===== config.mk =====
export PLATFORM = sky130hd
export DESIGN_NAME = mult_sequencer
export DESIGN_NICKNAME = d
export VERILOG_FILES = /design/src/rtl/mult_seq_pkg.sv /design/src/rtl/rr_arbiter2.sv /design/src/rtl/mult_sequencer.sv
export SDC_FILE = /design/constraint.sdc
export NUM_CORES = 1
export LEC_CHECK = 0
export BUFFER_PORTS_ARGS = -buffer_cell sky130_fd_sc_hd__buf_2
export CAP_MARGIN = 25
export CORE_ASPECT_RATIO = 1.4
export CORE_MARGIN = 5
export CORE_UTILIZATION = 44
export CTS_CLUSTER_SIZE = 14
export DETAILED_ROUTE_END_ITERATION = 16
export GPL_TIMING_DRIVEN = 0
export PLACE_DENSITY = 0.78
export SKIP_CTS_REPAIR_TIMING = 1
export SLEW_MARGIN = 10
export SYNTH_ARGS = -nofsm -noshare
export SYNTH_HDL_FRONTEND = slang
export SYNTH_SLANG_ARGS = --single-unit

===== constraint.sdc =====
create_clock -name clock -period 2.05 [get_ports clock]
set_input_delay 0.41 -clock clock [delete_from_list [all_inputs] [get_ports clock]]
set_output_delay 0.41 -clock clock [all_outputs]
set_load 0.005 [all_outputs]

===== src/rtl/mult_seq_pkg.sv =====
// Shared types and default sizing for the sign-magnitude multiply sequencer.
package mult_seq_pkg;

    function automatic int unsigned prod_width(input int unsigned opw);
        return 2 * (opw - 1);
    endfunction

    localparam int unsigned OPW_DEFAULT   = 8;
    localparam int unsigned STEPS_DEFAULT = OPW_DEFAULT - 1;
    localparam int unsigned PW_DEFAULT    = prod_width(OPW_DEFAULT);

    typedef enum logic [1:0] {
        StIdle,
        StLoad,
        StRun,
        StFin
    } state_e;

endpackage


===== src/rtl/rr_arbiter2.sv =====
// Two-way round-robin grant; `last` is the index of the most recent winner.
module rr_arbiter2 (
    input  logic [1:0] req,
    input  logic       last,
    output logic [1:0] gnt
);

    always_comb begin
        gnt = 2'b00;
        unique case (req)
            2'b01:   gnt = 2'b01;
            2'b10:   gnt = 2'b10;
            2'b11:   gnt = last ? 2'b01 : 2'b10;
            default: gnt = 2'b00;
        endcase
    end

endmodule


===== src/rtl/mult_sequencer.sv =====
// Control sequencer for a two-requester shift-add multiplier datapath.
// Operands are sign-magnitude; the datapath only ever sees magnitudes.
module mult_sequencer
    import mult_seq_pkg::*;
#(
    parameter int unsigned OPW   = OPW_DEFAULT,
    parameter int unsigned STEPS = OPW - 1
) (
    input  logic                   clock,
    input  logic                   reset_n,
    input  logic                   req0,
    input  logic                   req1,
    input  logic [OPW-1:0]         a0,
    input  logic [OPW-1:0]         b0,
    input  logic [OPW-1:0]         a1,
    input  logic [OPW-1:0]         b1,
    output logic                   ack0,
    output logic                   ack1,
    output logic                   done0,
    output logic                   done1,
    output logic [2*(OPW-1)-1:0]   result,
    output logic                   sign,
    output logic                   busy,
    output logic                   dp_load,
    output logic                   dp_step,
    output logic [OPW-2:0]         dp_multiplier,
    output logic [OPW-2:0]         dp_multiplicand,
    input  logic                   dp_zero,
    input  logic [2*(OPW-1)-1:0]   dp_product
);

    localparam int unsigned MW = OPW - 1;
    localparam int unsigned PW = prod_width(OPW);
    localparam int unsigned CW = (STEPS < 1) ? 1 : $clog2(STEPS + 1);

    state_e         state_q;
    logic [CW-1:0]  cnt_q;
    logic           last_q;
    logic           owner_q;
    logic           sign_l_q;
    logic [MW-1:0]  mplier_q;
    logic [MW-1:0]  mcand_q;
    logic [PW-1:0]  result_q;
    logic           sign_q;

    logic [1:0]     gnt;
    logic [OPW-1:0] sel_a;
    logic [OPW-1:0] sel_b;
    logic           run_exit;

    rr_arbiter2 u_arb (
        .req  ({req1, req0}),
        .last (last_q),
        .gnt  (gnt)
    );

    always_comb begin
        sel_a = a0;
        sel_b = b0;
        if (gnt[1]) begin
            sel_a = a1;
            sel_b = b1;
        end
    end

    assign run_exit = dp_zero || (cnt_q == CW'(STEPS));

    // Strobes are masked while reset is asserted so an aborted operation
    // never leaks a final step or completion into the datapath or requesters.
    assign ack0    = reset_n && (state_q == StIdle) && gnt[0];
    assign ack1    = reset_n && (state_q == StIdle) && gnt[1];
    assign dp_load = reset_n && (state_q == StLoad);
    assign dp_step = reset_n && (state_q == StRun) && !run_exit;
    assign done0   = reset_n && (state_q == StFin) && !owner_q;
    assign done1   = reset_n && (state_q == StFin) && owner_q;
    assign busy    = (state_q != StIdle);

    assign result          = result_q;
    assign sign            = sign_q;
    assign dp_multiplier   = mplier_q;
    assign dp_multiplicand = mcand_q;

    always_ff @(posedge clock) begin
        if (!reset_n) begin
            state_q  <= StIdle;
            cnt_q    <= '0;
            last_q   <= 1'b1;
            owner_q  <= 1'b0;
            sign_l_q <= 1'b0;
            mplier_q <= '0;
            mcand_q  <= '0;
            result_q <= '0;
            sign_q   <= 1'b0;
        end else begin
            case (state_q)
                StIdle: begin
                    if (|gnt) begin
                        owner_q  <= gnt[1];
                        last_q   <= gnt[1];
                        mplier_q <= sel_a[MW-1:0];
                        mcand_q  <= sel_b[MW-1:0];
                        sign_l_q <= sel_a[OPW-1] ^ sel_b[OPW-1];
                        state_q  <= StLoad;
                    end
                end
                StLoad: begin
                    cnt_q   <= '0;
                    state_q <= StRun;
                end
                StRun: begin
                    if (run_exit) begin
                        // Capture here so result/sign are valid alongside done.
                        result_q <= dp_product;
                        sign_q   <= sign_l_q & (|dp_product);
                        state_q  <= StFin;
                    end else begin
                        cnt_q <= cnt_q + CW'(1);
                    end
                end
                StFin: begin
                    state_q <= StIdle;
                end
                default: begin
                    state_q <= StIdle;
                end
            endcase
        end
    end

    always_ff @(posedge clock) begin
        if (reset_n) begin
            assert ($onehot0({ack0, ack1, done0, done1, dp_load, dp_step}));
        end
    end

endmodule

==> Yosys cells after proc, flatten, opt, wreduce, memory -nomap -nowiden <==
Cells that the tools add are included.
{ "classes": {"bitwise_logic": 2, "eq_ne": 10, "reduce_logical": 21, "muxes": 9, "n_addsub": 1} }
{ "op_table": {"columns": ["cell", "n"], "rows": [
  ["2-to-1 mux 8 bit", 2],
  ["OR reduction 14 bit", 1],
  ["logical AND 1 bit", 9],
  ["equality test 2 bit, second input constant", 4],
  ["case mux 2 bit (4 select lines)", 1],
  ["AND reduction 2 bit", 4],
  ["2-to-1 mux 2 bit", 3],
  ["case mux 2 bit (3 select lines)", 1],
  ["case mux 3 bit (2 select lines)", 1],
  ["equality test 2 x 1 -> 1 bit, second input constant", 2],
  ["!= test 2 bit, second input constant", 2],
  ["nonzero test 2 bit", 2],
  ["adder 3 x 1 -> 3 bit, second input constant", 1],
  ["equality test 3 bit, second input constant", 1],
  ["2-to-1 mux 3 bit", 1],
  ["zero test 1 bit", 2],
  ["zero test 2 bit", 1],
  ["!= test 2 x 1 -> 1 bit, second input constant", 1],
  ["OR reduction 2 bit", 1],
  ["bitwise AND 1 bit", 1],
  ["logical OR 1 bit", 1],
  ["XOR 1 bit", 1]
]} }
{ "word_totals": {"wordCells": 52, "ff_bits": 37, "inputBits": 51, "output_inout_bits": 36} }

==> Depth between registers and ports, before layout <==
{ "logic_depth": {"depth_word": 5, "mapped_depth": 7, "depth_no_buf": 5} }

==> Cells and area by module <==
From an unflattened synthesis, not the netlist that was laid out.
{ "unflattened": {"hier_cells": 190, "hier_area_um2": 1694.1} }
{ "by_module_without_submodules": {"columns": ["module", "instances", "area_each_um2", "cells_per_inst", "seq_area_each_um2"], "rows": [
  ["mult_sequencer", 1, 1675.4, 187, 740.7],
  ["rr_arbiter2", 1, 18.8, 3, 0.0]
]} }

==> Least setup slack after synthesis <==
OpenSTA, ideal clock, no wires.
{ "synth_timing": {"path_type": "reg-to-output", "start": "reg cnt_q[0]", "end": "out dp_step", "path_slack_ns": 0.327, "t_required_ns": 1.640, "arrival_time_ns": 1.313, "path_buffers": 0, "stages_incl_launch_ff": 5, "path_cell_list": "dfxtp_1 > ha_1 > ha_1 > or3b_2 > nor2_1"} }
{ "synth_between": {"elab_chain_len": 4} }
{ "synth_lines": {"columns": ["item", "line_no", "text"], "rows": [
  ["from (decl)", "mult_sequencer.sv:37", "logic [CW-1:0] cnt_q;"],
  ["from (signal assigned)", "mult_sequencer.sv:117", "cnt_q <= cnt_q + CW'(1);"],
  ["equality test 3 bit", "mult_sequencer.sv:66", "assign run_exit = dp_zero || (cnt_q == CW'(STEPS));"],
  ["logical OR 1 bit", "mult_sequencer.sv:66", null],
  ["zero test 1 bit", "mult_sequencer.sv:73", "assign dp_step = reset_n && (state_q == StRun) && !run_exit;"],
  ["logical AND 1 bit", "mult_sequencer.sv:73", null],
  ["to (decl)", "mult_sequencer.sv:25", "output logic dp_step,"]
]} }
No other way between the ends.

==> Worst setup path in the final report <==
Same ends and word-level chain as after synthesis.

==> impl_metrics.yaml <==
setup_path:
  crit_required_ps: 1640
  setup.worst_path.start: "cnt_q[0]"
  crit_end: "dp_step"
  path_buf_inv: 1
  r2r-start: "cnt_q[0]"
  endpoint_kind: "primary output"
  cp_num_cells: 5
  worstPathMaxFanout: 4
  worstPathArrival_ps: 1580
  crit_chain: "ha_1 -> ha_2 -> or3b_4 -> nor2_2 -> buf_2"
  cp_slowest_cell: "or3b_4"
  critPathLaunchType: "flip-flop"
  cpPeakStageDelay_ps: 380
  r2r_slack_ps: 360
  reg2regPathDepth: 6
  path_class: "reg2out"
  cp_top_family: "simple AND/OR/NAND/NOR gates"
  r2r_end: "result[9]"
sta:
  fmax_mhz: 502.3
  setup_tns_ps: 0
  period_share_pct: 97.11
  tightest_slew_ps: 522.7
  fin_skew_ps: 6.469
  rsz0062_at_grt: "no"
  final-setup-viol-count: 0
  slew_headroom_pct: 65.08
  slew_violations: 0
  period_minus_slack_ps: 1991
  layout_setup_ws_ps: 59.17
  hold_viol: 0
global_routing:
  use_met1_pct: 18.05
  grt_use_met3_pct: 6.532
  grt_overflow_total: 0
  use_met2_pct: 30.61
  grt_pass1_wl_um: 6665
  grtUsageTotal_pct: 17.29
  antenna_found_initial: 0
  top_usage_layer: "met2"
  grt_max_degree: 11
  grt_pass1_vias: 1633
finish:
  drive_above_1_share_pct: 36.93
  multi_input_area_sq_um: 843.3
  antenna_cells: 0
  nFillCells: 339
  seq_area_sq_um: 740.7
  final_nets: 344
  syn2layout_area_growth_pct: 35.95
placement:
  routabilityCongestion: 0.7538
  portBuffers: 86
  dpl.hpwl_um: 3324
  dp_slack_ps: 158.9
power_and_ir_drop:
  internal_power_mw: 1.516
  p_total_mw: 2.273
  p_leak_nw: 1.080
  power_frac_comb_pct: 36.0
  p_clk_share_pct: 22.0
  power_frac_seq_pct: 42.1
  p_sw_share_pct: 33.29
  irDropWorstVdd_mv: 0.7180
  p_sw_uw: 756.8
  power_density_nw_per_um2: 1007
yosys:
  yosys.area.top_type: "dfxtp_1"
  netlist_area_sq_um: 1660
  ys_types: 30
  synth-seq-cells: 37
  yosysSeqAreaShare_pct: 44.61
  yosys.area.top_type_share_pct: 44.61
  synthTopCellsByArea: "dfxtp_1, a21oi_1, mux2i_1, nand2_1, o21ai_0"
  syn_inst: 193
  synth_warnings: 0
  syn-num-nets: 250
  syn_avg_cell_area_sq_um: 8.603
clock_network:
  clkSinkCount: 37
  cts.clk_slew.worst_paths_ps: 70
  cts.path.max_buffers: 2
  cts_tree: "yes"
  ctsHtreeMaxLevel: 2
  numCtsBuffers: 5
  root_buffer: "clkbuf_8"
  insertion_delay_ps: 280
drt:
  drc: 0
  routed_wl_um: 4200
  drt_first_pass_iters: 2
  wire_per_inst_um: 12.77
  ant_nets: 0
  vias: 1626
  viasPerCell: 4.942
  drtIter0Drc: 37
run:
  drv_cap: 0
die:
  die_y_um: 82.68
  start_util_pct: 45.57
  rows: 26
  num_io_pins: 87
  dieArea_sq_um: 5119
  fp.dieW_um: 61.92
  core_area_sq_um: 3643
run_status:
  status: "finished clean"
min_path:
  worstHoldPathType: "in2reg"
[area by class of cell]
cell class | instances | share of cell area [%]
multi-input cells | 139 | 37.36
flip-flops and latches | 37 | 32.82
repair buffers | 87 | 19.40
clock buffers | 7 | 3.825
plain buffers | 12 | 3.437
well taps | 42 | 2.328
inverters | 5 | 0.8315
[how the worst min path moves through the flow]
stage / startpoint / to / cells past startpoint
2_1_floorplan: cnt_q[1] / cnt_q[1] / 2
3_3_place_gp: result[2] / result[2] / 2
3_5_place_dp: result[13] / result[13] / 2
4_1_cts: dp_product[0] / result[0] / 3
5_1_grt: dp_product[2] / result[2] / 3
6_report: dp_product[0] / result[0] / 3
[cell usage in the layout (no fill, tap or decap), drive strengths merged, types with 5 or more instances in the layout]
cell type	instances
a21oi	34
buf	94
clkbuf	12
dfxtp	37
ha	6
inv	5
mux2i	15
nand2	34
nor2	5
o21ai	19
[registers in the layout, summed over array words and instances, names as in the netlist]
signal           count
result              14
state_q              2
cnt_q                3
owner_q              1
dp_multiplicand      7
dp_multiplier        7
last_q               1
sign                 1
sign_l_q             1
[metrics by stage]
step | utilization [%] | area (sq um) | hold WS, ps | cells
detailed placement | 58.83 | 2143 | 443.9 | 321
floorplan | - | 1660 | 451.6 | 193
finish | 61.95 | 2257 | 375.8 | 329
CTS | 61.20 | 2230 | 365.1 | 328
global route | 61.95 | 2257 | 377.2 | 329
global placement | 58.83 | 2143 | 438.2 | 321
[cell usage after synthesis (all sizes together)]
| cell | n |
|---|---|
| nand3 | 3 |
| o22ai | 2 |
| or3b | 1 |
| nand4 | 1 |
| nor4 | 3 |
| a21oi | 34 |
| ha | 6 |
| nand3b | 1 |
| inv | 5 |
| clkbuf | 5 |
| o21ai | 19 |
| xor2 | 2 |
| o21a | 2 |
| a32o | 1 |
| dfxtp | 37 |
| and3 | 3 |
| buf | 7 |
| nand2 | 34 |
| mux2i | 15 |
| nor3b | 2 |
| and2 | 1 |
| a21boi | 1 |
| nand2b | 2 |
| nor2 | 5 |
| o211a | 1 |
[power by group through the flow]
stage / Sequential [mW] / Combinational, mW / Clock, mW
detailed placement: 0.965 / 0.806 / 0
floorplan: 0.975 / 0.473 / 0
CTS: 0.953 / 0.808 / 0.514
global placement: 0.968 / 0.784 / 0
finish: 0.956 / 0.818 / 0.499
global route: 0.972 / 0.942 / 0.535
[logic make-up (layout without fill, tap and decap cells)]
logic type | Yosys count | count (layout) | synth area share, %
AOI/OAI and AO/OA | 60 | 60 | 19.52
and+or+nand+nor | 56 | 56 | 15.45
DFF | 37 | 37 | 44.61
buffers and inverters | 17 | 111 | 5.803
muxes | 15 | 15 | 9.043
adders and majority gates | 6 | 6 | 4.521
xor gates and xnor gates | 2 | 2 | 1.055
[routing by layer]
layer | wire length, um | vias to the layer above
met3 | 493 | 6
li1 | - | 854
met4 | 63 | 0
met5 | 0 | -
met2 | 1951 | 74
met1 | 1692 | 692
[tightest hold or removal path: stages]
cell and delay [ps]:
buf_2 110, nand2_1 50, a21oi_1 50
Note: power is estimated with default switching activity, not from simulation.
